File: config.mk
export PLATFORM = sky130hd
export DESIGN_NAME = hgw_idle_ctrl_flat
export DESIGN_NICKNAME = d
export VERILOG_FILES = /design/src/rtl/hgw_idle_ctrl_if.sv /design/src/rtl/hgw_idle_ctrl.sv /design/src/flat_wrapper.sv
export SDC_FILE = /design/constraint.sdc
export NUM_CORES = 1
export LEC_CHECK = 0
export BUFFER_PORTS_ARGS = -buffer_cell sky130_fd_sc_hd__buf_2
export CAP_MARGIN = 20
export CORE_MARGIN = 3
export CORE_UTILIZATION = 50
export CTS_CLUSTER_SIZE = 12
export DETAILED_ROUTE_END_ITERATION = 8
export GPL_TIMING_DRIVEN = 1
export PLACE_DENSITY = 0.75
export SLEW_MARGIN = 20
export SYNTH_ARGS = -nofsm -noshare
export SYNTH_HDL_FRONTEND = slang
export SYNTH_SLANG_ARGS = --single-unit
File: constraint.sdc
create_clock -name clk_i -period 2.15 [get_ports clk_i]
set_clock_uncertainty 0.1 [all_clocks]
set_input_delay 0.1075 -clock clk_i [delete_from_list [all_inputs] [get_ports clk_i]]
set_output_delay 0.1075 -clock clk_i [all_outputs]
set_load 0.005 [all_outputs]
File: src/rtl/hgw_idle_ctrl_if.sv
// Control/status bundle between the idle-gating controller and its surroundings.
// The controller takes the slave view; the environment driving it takes the master view.
interface hgw_idle_ctrl_if #(
  parameter int unsigned CNT_W  = 8,
  parameter int unsigned STAT_W = 16
);
  logic              busy_i;
  logic              force_on;
  logic [CNT_W-1:0]  idle_thresh;
  logic              req_valid;
  logic              req_ready;
  logic              hw_en;
  logic              gated_o;
  logic [STAT_W-1:0] gate_cnt;

  modport master (
    output busy_i,
    output force_on,
    output idle_thresh,
    output req_valid,
    input  req_ready,
    input  hw_en,
    input  gated_o,
    input  gate_cnt
  );

  modport slave (
    input  busy_i,
    input  force_on,
    input  idle_thresh,
    input  req_valid,
    output req_ready,
    output hw_en,
    output gated_o,
    output gate_cnt
  );
endinterface

File: src/rtl/hgw_idle_ctrl.sv
// Idle-detect controller producing the clock enable for a downstream gated domain.
// Drops hw_en after idle_thresh idle cycles, restarts on new work and holds requests off during wake.
module hgw_idle_ctrl #(
  parameter int unsigned CNT_W    = 8,
  parameter int unsigned WAKE_CYC = 3,
  parameter int unsigned STAT_W   = 16
) (
  input  logic                  clk_i,
  input  logic                  rst,
  hgw_idle_ctrl_if.slave        bus
);

  typedef enum logic [1:0] {
    StActive   = 2'd0,
    StIdleWait = 2'd1,
    StGated    = 2'd2,
    StWake     = 2'd3
  } state_e;

  localparam logic [3:0]        WakeInit = 4'(WAKE_CYC);
  localparam logic [CNT_W-1:0]  CntOne   = CNT_W'(1);
  localparam logic [STAT_W-1:0] StatMax  = '1;

  state_e            state_q, state_d;
  logic [CNT_W-1:0]  cnt_q, cnt_d;
  logic [3:0]        wcnt_q, wcnt_d;
  logic [STAT_W-1:0] gate_cnt_q, gate_cnt_d;
  logic              idle;
  logic              enter_gated;

  assign idle = !bus.busy_i && !bus.req_valid && !bus.force_on;

  always_ff @(posedge clk_i) begin
    if (rst) begin
      state_q    <= StActive;
      cnt_q      <= '0;
      wcnt_q     <= '0;
      gate_cnt_q <= '0;
    end else begin
      state_q    <= state_d;
      cnt_q      <= cnt_d;
      wcnt_q     <= wcnt_d;
      gate_cnt_q <= gate_cnt_d;
    end
  end

  always_comb begin
    state_d     = state_q;
    cnt_d       = cnt_q;
    wcnt_d      = wcnt_q;
    enter_gated = 1'b0;
    unique case (state_q)
      StActive: begin
        // idle_thresh is only sampled here; later changes wait for the next idle run
        if (idle && (bus.idle_thresh != '0)) begin
          if (bus.idle_thresh == CntOne) begin
            state_d     = StGated;
            enter_gated = 1'b1;
          end else begin
            state_d = StIdleWait;
            cnt_d   = bus.idle_thresh - CntOne;
          end
        end
      end
      StIdleWait: begin
        if (!idle) begin
          state_d = StActive;
        end else if (cnt_q == CntOne) begin
          state_d     = StGated;
          enter_gated = 1'b1;
        end else begin
          cnt_d = cnt_q - CntOne;
        end
      end
      StGated: begin
        if (!idle) begin
          state_d = StWake;
          wcnt_d  = WakeInit;
        end
      end
      StWake: begin
        // No abort back to GATED: the ICG must see a full restart first
        if (wcnt_q == 4'd1) begin
          state_d = StActive;
        end else begin
          wcnt_d = wcnt_q - 4'd1;
        end
      end
      default: state_d = StActive;
    endcase
  end

  always_comb begin
    gate_cnt_d = gate_cnt_q;
    if (enter_gated && (gate_cnt_q != StatMax)) begin
      gate_cnt_d = gate_cnt_q + STAT_W'(1);
    end
  end

  // All outputs decode registered state only
  assign bus.hw_en     = (state_q != StGated);
  assign bus.req_ready = (state_q == StActive) || (state_q == StIdleWait);
  assign bus.gated_o   = (state_q == StGated);
  assign bus.gate_cnt  = gate_cnt_q;

endmodule

File: src/flat_wrapper.sv
// flat-port wrapper written by rule: the top's interface ports become plain ports
module hgw_idle_ctrl_flat 
#(
  parameter int unsigned CNT_W    = 8,
  parameter int unsigned WAKE_CYC = 3,
  parameter int unsigned STAT_W   = 16
)
  (clk_i, rst, bus_busy_i, bus_force_on, bus_idle_thresh, bus_req_valid, bus_req_ready, bus_hw_en, bus_gated_o, bus_gate_cnt);
  hgw_idle_ctrl_if #(.CNT_W(CNT_W), .STAT_W(STAT_W)) bus_i ();
  input  logic clk_i;
  input  logic rst;
  input wire logic [$bits(bus_i.busy_i)-1:0] bus_busy_i;
  input wire logic [$bits(bus_i.force_on)-1:0] bus_force_on;
  input wire logic [$bits(bus_i.idle_thresh)-1:0] bus_idle_thresh;
  input wire logic [$bits(bus_i.req_valid)-1:0] bus_req_valid;
  output wire logic [$bits(bus_i.req_ready)-1:0] bus_req_ready;
  output wire logic [$bits(bus_i.hw_en)-1:0] bus_hw_en;
  output wire logic [$bits(bus_i.gated_o)-1:0] bus_gated_o;
  output wire logic [$bits(bus_i.gate_cnt)-1:0] bus_gate_cnt;
  assign bus_i.busy_i = bus_busy_i;
  assign bus_i.force_on = bus_force_on;
  assign bus_i.idle_thresh = bus_idle_thresh;
  assign bus_i.req_valid = bus_req_valid;
  assign bus_req_ready = bus_i.req_ready;
  assign bus_hw_en = bus_i.hw_en;
  assign bus_gated_o = bus_i.gated_o;
  assign bus_gate_cnt = bus_i.gate_cnt;
  hgw_idle_ctrl #(.CNT_W(CNT_W), .WAKE_CYC(WAKE_CYC), .STAT_W(STAT_W)) u_core (.clk_i(clk_i), .rst(rst), .bus(bus_i));
endmodule
* Word level (Yosys, flattened, before mapping)
Index checks and enable logic that the tools add are counted.
Word-level totals: register bits after elaboration 30, bits in latches 0, memory bits (writable) 0, bits in read-only memories 0, input port bits 13, output and inout port bits 19, logic and storage cells 59, memories kept 0
Cells by class: add/subtract/negate cells 4, multiply operators 0, div/mod/pow operators 0, magnitude comparators 0, equality and inequality tests 16, shift-type cells 0, mux-type cells 20, bitwise operators 0, reduce and logical (&&, ||, !) cells 15
Operators by type and width (number):
- $mux W8 | 4
- $add A16 B1 Y16 const B | 1
- $eq A8 B1 Y1 const B | 2
- $ne A16 B16 Y1 const B | 1
- $pmux W8 S2 | 1
- $sub A8 B1 Y8 const B | 2
- $mux W2 | 6
- $ne A2 B2 Y1 const B | 5
- $mux W4 | 2
- $pmux W2 S4 | 1
- $pmux W4 S2 | 1
- $reduce_bool A8 Y1 | 1
- $ne A2 B1 Y1 const B | 3
- $reduce_and A5 Y1 | 1
- $eq A2 B2 Y1 const B | 2
- $eq A4 B1 Y1 const B | 1
- $logic_and A1 B1 Y1 | 4
- $mux W1 | 4
- $reduce_and A4 Y1 | 1
- $reduce_bool A2 Y1 | 2
- $sub A4 B1 Y4 const B | 1
- $logic_not A1 Y1 | 3
- $ne A3 B3 Y1 const B | 1
- $reduce_and A3 Y1 | 1
- 4 further kinds | 4

* Longest topological paths before layout
Gate-level depths: netlist (run 1).
depth after elaboration 7, gate-level depth with buffers 8

* Worst setup path before layout (run 1)
No wires, ideal clock.
kind flip-flop to flip-flop, start reg u_core.state_q[1], end reg u_core.cnt_q[3], setup time 0.071 ns, arrival time 1.859 ns, path slack 0.120 ns, stages on the path, launching flop included 8, clock period less this slack 2.030 ns, cells stage by stage dfxtp_1 -> buf_6 -> or4_4 -> a311oi_4 -> nor2_2 -> buf_6 -> a211o_1 -> a21oi_1
On the way: word-level cells in the longest chain between the ends 3, elaborated cells on any way between the ends 9, those cells by class eq/ne (5); mux (1); reduce/logical (3)
Ends and longest elaborated chain:
- start, declared | RTL line hgw_idle_ctrl.sv:24 | state_e state_q, state_d;
- start signal, assigned | RTL line hgw_idle_ctrl.sv:35 | state_q <= StActive;
- start signal, assigned | RTL line hgw_idle_ctrl.sv:40 | state_q <= state_d;
- $eq A2 B1 Y1 or $logic_not A2 Y1 (tied branches) | RTL line hgw_idle_ctrl.sv:52 | unique case (state_q)
- $ne A2 B1 Y1 (no line), or another cell as far along
- $reduce_and A5 Y1 (no line)
- end signal, assigned | RTL line hgw_idle_ctrl.sv:41 | cnt_q <= cnt_d;
- end, declared | RTL line hgw_idle_ctrl.sv:25 | logic [CNT_W-1:0] cnt_q, cnt_d;
Several ways; a longest one is shown, not always the timed one. A chain may end at the register's enable or synchronous reset.

* Worst setup path in the final report (run 1)
start reg u_core.gate_cnt_q[0] (netlist: u_core.bus.gate_cnt[0]), end reg u_core.gate_cnt_q[13] (netlist: u_core.bus.gate_cnt[13])
On the way: word-level cells in the longest chain between the ends 2, elaborated cells on any way between the ends 3, those cells by class add/sub (1); eq/ne (1); reduce/logical (1)
Ends and longest elaborated chain:
- start, declared | RTL line hgw_idle_ctrl.sv:27 | logic [STAT_W-1:0] gate_cnt_q, gate_cnt_d;
- start signal, assigned | RTL line hgw_idle_ctrl.sv:43 | gate_cnt_q <= gate_cnt_d;
- parallel branches: the longest is 2 deep, another holds $add A16 B1 Y16
Parallel ways; which one is timed is not known.

==> metrics, run 1 <==
drt pass-1 iters 5; power density over the cells 559 nW/µm²; Skew-Pair Late Insertion Delay 0.28 ns; adder-cell share of the synthesized area under 10%; cells along the critical path ha_1 -> and3_1 -> nand4_1 -> or3b_4 -> or4_1 -> a21oi_1; number of global-route vias before repair 1705; Worst Path Max Fanout 6; CTS Sinks 30; R2R Path Start u_core.bus.gate_cnt[0]; status completed; Comb power frac 21.1%; Final Instance Area roughly 2400 µm²; ys async rst share 0%; die area 4570 µm²; largest net degree at the start of global routing 23; EDFF count, synth 0; Critical Path RT between 2 and 2.5 ns; Peak VDD IR 0.435 mV; all-layer global routing usage 22.5%; routability cong. 0.852; register share of total power 44.6%; ranking of synthesized cells by area dfxtp_1 32%, a21oi_1 7.9%, ha_1 5.3%; Synth cell types 53; via count 1924; dpl hpwl 3560 µm; Setup WS post-layout 0.0901 ns; TritonCTS clock tree yes; CP max-delay cell or4_1; post-detailed-route wirelength per cell 14.3 µm; cell leakage power 0.950 nW; Worst Setup SP u_core.bus.gate_cnt[0]; initial core utilization a little over half; Worst Max-Slew Pin Slew 0.576 ns; syn_area_per_cell 8.15 µm²; startpoint types flop; CTS Buffer Depth 2; sequential share of the synthesized area between 30% and 40%; Ant. Diodes 0; synth-to-layout area growth 28.1%; FF+latch area around 600 µm²; list of most frequent post-synthesis cells 30 x a21oi_1, 30 x dfxtp_1, 18 x nor2_1, 17 x o21ai_0, 12 x nor3_1; Synth Cell Area 1900 µm²; die height 67.6 µm; yosys warns 0; placed cells 330; cell internal pwr 0.964 mW; Seq cells post-synth 30; worst path buffer plus inverter count 0; final setup violation count 0; I/O Pins 32; vias per cell 5.69; largest family of logic cells by synthesized area simple AND/OR/NAND/NOR gates; clock root cell clkbuf_8; clock power share 34.3%; Post-Synth Simple-Gate Area 28.8%; Multi-input gate area 1250 µm²; DRC 0; CP top delay family simple AND/OR/NAND/NOR gates; pre-CTS setup slack 0.0560 ns; worst min path class in2reg; share of layout cells above drive strength 1 28.8%; leading area contributor after synthesis dfxtp_1; CP arrival 2.18 ns; core footprint 3490 µm²; fin crit share 95.8%; hold buffer count at CTS 0; CTS clk-pin slew, worst paths 0.06 ns; row count 21; initial drt markers 129; Sw Share 29.0%; CTS Buf Count 5; Setup CP Type reg2reg; # Max-Cap Violations 0; Routed Wire Length approximately 4800 µm; Net Count, Synth around 250; initial antenna violation count 0; H-tree depth 2; endpoint type of the worst setup path flop; Post-synth top flop dfxtp_1; first-pass GRT wire length 7780 µm; NetSw about 0.39 mW; Fill cells 289; Max Fclk 485 MHz; Slew HR roughly 62%; grt ovf 0; hold path start rst; post-route insts no fill between 300 and 400; area post-placement 2290 µm²; Port Buffers 31; die span in x 67.6 µm; Syn Inst Count 233; Final Hold Fails 0; nets 312; area share of the largest cell type after synthesis 31.6%; xor and xnor area share after synthesis 4.15%; Synth Area in Compound Gates 24.1%; CP peak stage delay between 0.4 and 0.5 ns; Post-DRT Antenna Nets 0; Final min period roughly 2 ns; mux contribution to synthesized area 1.12%; fin. max-slew vios 0
[stage by stage]
stage	utilization, %	TNS [ns]	hold WS (ns)	power (mW)
final	69.6	0	0.132	1.36
after global routing	69.6	-0.00193	0.156	1.44
after CTS	68.1	0	0.130	1.36
after detailed placement	65.5	0	0.396	0.889
after global placement	65.5	0	0.373	0.883
after floorplan	-	0	0.196	0.794
[sequential cells by signal, summed over array words and instances, names as in the netlist]
name	count
u_core.bus.gate_cnt	16
u_core.cnt_q	8
u_core.wcnt_q	4
u_core.state_q	2
[power by group through the flow]
| stage | logic, mW | registers [mW] | clock network [mW] |
|---|---|---|---|
| 6_report | 0.287 | 0.606 | 0.466 |
| 3_3_place_gp | 0.270 | 0.613 | 0 |
| 3_5_place_dp | 0.276 | 0.613 | 0 |
| 2_1_floorplan | 0.188 | 0.606 | 0 |
| 4_1_cts | 0.278 | 0.601 | 0.477 |
| 5_1_grt | 0.326 | 0.608 | 0.507 |
[layout by cell type (no fill, tap or decap), types with 2 or more instances in the layout]
cell type / Yosys / layout
a211o_2: 3 / 3
xnor2_1: 3 / 3
buf_4: 0 / 28
nand3_1: 7 / 7
nor4_1: 3 / 2
ha_1: 8 / 8
and3_1: 3 / 3
o21ai_0: 17 / 17
nor2b_1: 4 / 4
buf_2: 2 / 31
inv_1: 11 / 11
nand2_1: 8 / 8
a211oi_1: 4 / 4
nor3_1: 12 / 12
nor2_1: 18 / 18
a21oi_1: 30 / 29
dfxtp_1: 30 / 30
clkbuf_8: 0 / 6
o31ai_1: 5 / 5
or3_1: 8 / 8
a31oi_1: 2 / 2
nor4_4: 1 / 3
nand4_1: 6 / 6
xor2_1: 6 / 6
or4_1: 4 / 4
nor3b_1: 3 / 2
[metal layers]
layer	track usage (%)	up-vias	routed length [µm]
li1	-	988	-
met1	29.1	881	2220
met2	36.8	47	2350
met3	4.99	8	216
met4	7.59	0	65
met5	0	-	0
[path summary, 6_finish.rpt]
| kind | end | slack (ns) | cells past startpoint |
|---|---|---|---|
| setup reg to reg | u_core.bus.gate_cnt[13] | 0.09 | 6 |
| hold / removal | u_core.bus.gate_cnt[1] | 0.13 | 2 |
| hold reg to reg | u_core.bus.gate_cnt[8] | 0.41 | 2 |
| setup / recovery | u_core.bus.gate_cnt[13] | 0.09 | 6 |
[cell type report]
cell class                 instances  area share, %
clock buffer                       7           3.55
clock inverter                     1          0.206
inverter                          11           1.70
multi-input combinational        183           51.6
sequential                        30           24.7
tap                               46           2.37
timing repair buffer              60           15.9
[what timing repair did]
| action | in CTS | in global routing |
|---|---|---|
| setup buffers | 0 | 0 |
| setup endpoints to repair | 0 | 12 |
| hold endpoints to repair | 0 | 0 |
| gates resized for setup | 0 | 9 |
[logic make-up (layout without fill, tap and decap cells)]
kind of cell             Yosys count  in the layout
AND/OR/NAND/NOR                   92             92
multiplexers                       2              2
AO/OA/AOI/OAI                     72             72
XOR/XNOR                           9              9
flip-flops                        30             30
buffers and inverters             20             79
adder cells (fa/ha/maj)            8              8
No activity file was read; power rests on OpenSTA's default activity.
==> run 2, diff against run 1 <==
BUFFER_PORTS_ARGS = not set   (was -buffer_cell sky130_fd_sc_hd__buf_2)
CORE_UTILIZATION = 59   (was 50)
CTS_BUF_LIST = sky130_fd_sc_hd__clkbuf_4 sky130_fd_sc_hd__clkbuf_8   (was not set)
DONT_BUFFER_PORTS = 1   (was not set)
PLACE_DENSITY = 0.78   (was 0.75)
SLEW_MARGIN = not set   (was 20)
==> metrics, run 2 (synthesized netlist as in run 1, its figures left out) <==
Hold Path Cell Cnt 4 (+2); Peak VDD IR 0.341 mV (-22%); Final min period 2.12 ns (+0.0603 ns); R2R Path Start u_core.state_q[1]; final setup violation count 0 (unchanged); cells along the critical path nor4_2 -> and4_1 -> buf_4 -> o211ai_1 -> buf_4 -> or3_1 -> a21oi_1; hold_ws 0.00625 ns (-0.126 ns); Hold Path End u_core.cnt_q[2]; power density over the cells 534 nW/µm² (-4.4%); CP peak stage delay 0.34 ns (-0.13 ns); number of global-route vias before repair 1841 (+8.0%); endpoint type of the worst setup path flop; Port Buffers 0 (-100%); dpl hpwl 3570 µm (+0.26%); Multi-input gate area 1270 µm² (+1.2%); die height 62.7 µm (-7.2%); Worst Max-Slew Pin Slew 0.551 ns (-0.0259 ns); max reg flops 16 (unchanged); I/O Pins 32 (unchanged); routability cong. 0.862 (+1.2%); Pwr Total 1.26 mW (-7.2%); all-layer global routing usage 26.5% (+3.9 points); Setup WS post-layout 0.0298 ns (-0.0603 ns); Worst Path Max Fanout 5 (-1); Skew-Pair Late Insertion Delay 0.35 ns (+0.07 ns); Util after Layout 81.4% (+12 points); vias per cell 6.45 (+13%); synth-to-layout area growth 24.4%; first-pass GRT wire length 8380 µm (+7.6%); post-route insts no fill 315 (-6.8%); die area 3930 µm² (-14%); Most common cell on crit path buf_4; worst min path class in2reg; area post-placement 2120 µm² (-7.5%); initial core utilization 65.4% (+11 points); CTS Buf Count 5 (unchanged); reg-to-reg endpoint u_core.bus.gate_cnt[11]; drt pass-1 iters 4 (-1); Setup CP Type reg2reg; startpoint types flop; commonest non-fill, non-tap cells in the layout 34 x buf_4, 29 x a21oi_1, 29 x dfxtp_1; DRC 0 (unchanged); cell leakage power 0.848 nW (-11%); Slew HR 63.3% (+1.7 points); most common cell after layout, fill and taps aside buf_4; CTS Buffer Depth 2 (unchanged); largest net degree at the start of global routing 33 (+43%); H-tree depth 2 (unchanged); TritonCTS clock tree yes; placed cells 295 (-11%); Ant. Diodes 0 (unchanged); Fill cells 201 (-30%); CP arrival 2.30 ns (+0.12 ns); FF-to-FF setup slack 0.03 ns (-0.06 ns); # Max-Cap Violations 0 (unchanged); fin. max-slew vios 0 (unchanged); row count 19 (-9.5%); nets 293 (-6.1%); R2R depth 7 (+1); clock root cell clkbuf_4; post-detailed-route wirelength per cell 17.3 µm (+21%); via count 2031 (+5.6%); Critical Path RT 2.33 ns (+0.06 ns); CTS Sinks 30 (unchanged); share of layout cells above drive strength 1 24.5% (-4.2 points); grt ovf 0 (unchanged); fin crit share 98.6% (+2.8 points); FF+latch area 602 µm² (+0.21%); initial drt markers 159 (+23%); Setup TNS 0 ns (unchanged); initial antenna violation count 0 (unchanged); status completed; Max Fclk 472 MHz (-2.8%); Post-DRT Antenna Nets 0 (unchanged); core footprint 2900 µm² (-17%); CP max-delay cell dfxtp_1; unrepaired setup endpoints after global routing true; Routed Wire Length 5450 µm (+12%); pre-CTS setup slack -0.0828 ns (-0.139 ns); Final Hold Fails 0 (unchanged); die span in x 62.7 µm (-7.2%); hold path start bus_idle_thresh[2]; CTS clk-pin slew, worst paths 0.11 ns (+0.05 ns); Final Instance Area 2360 µm² (-2.9%)
[run 2: how the worst max path moves through the flow]
stage / start / end / cells past startpoint
floorplan: u_core.state_q[1] / u_core.cnt_q[3] / 7
global route: u_core.cnt_q[1] / u_core.bus.gate_cnt[11] / 9
detailed placement: u_core.cnt_q[1] / u_core.bus.gate_cnt[8] / 8
finish: u_core.state_q[1] / u_core.bus.gate_cnt[11] / 7
global placement: u_core.cnt_q[1] / u_core.bus.gate_cnt[8] / 8
CTS: u_core.bus.gate_cnt[0] / u_core.bus.gate_cnt[13] / 6
[run 2: power by group]
group	internal (mW)	switching, mW
registers	0.579	0.0264
clock network	0.171	0.210
logic	0.121	0.153
[run 2: cell type report]
type                    count  area share (%)
clock inverters             1           0.212
clock buffers               7            2.49
inverters                  11            1.75
multi-input cells         183            53.8
well taps                  42            2.23
flip-flops and latches     30            25.5
repair buffers             41            14.0
[run 2: what timing repair did]
action | CTS | global route
pin swaps | 0 | 6
hold endpoints to repair | 30 | 0
setup buffers | 0 | 6
endpoints found under the setup margin | 11 | 8
gates resized for setup | 2 | 14
hold buffers | 5 | 0
[run 2: routing by layer]
metal / track usage, % / vias up / share of wire [%]
met5: 0 / - / 0
met4: 9.37 / 0 / 2.7
met3: 7.91 / 23 / 6.8
met2: 44.7 / 92 / 52
met1: 31.7 / 958 / 39
li1: - / 958 / -
[run 2: critical path, delay by kind of cell (launching register included)]
kind / cells / cell delay [ns]
AND/OR/NAND/NOR: 3 / 0.96
buffers and inverters: 2 / 0.33
AO/OA/AOI/OAI: 2 / 0.33
flip-flops: 1 / 0.34
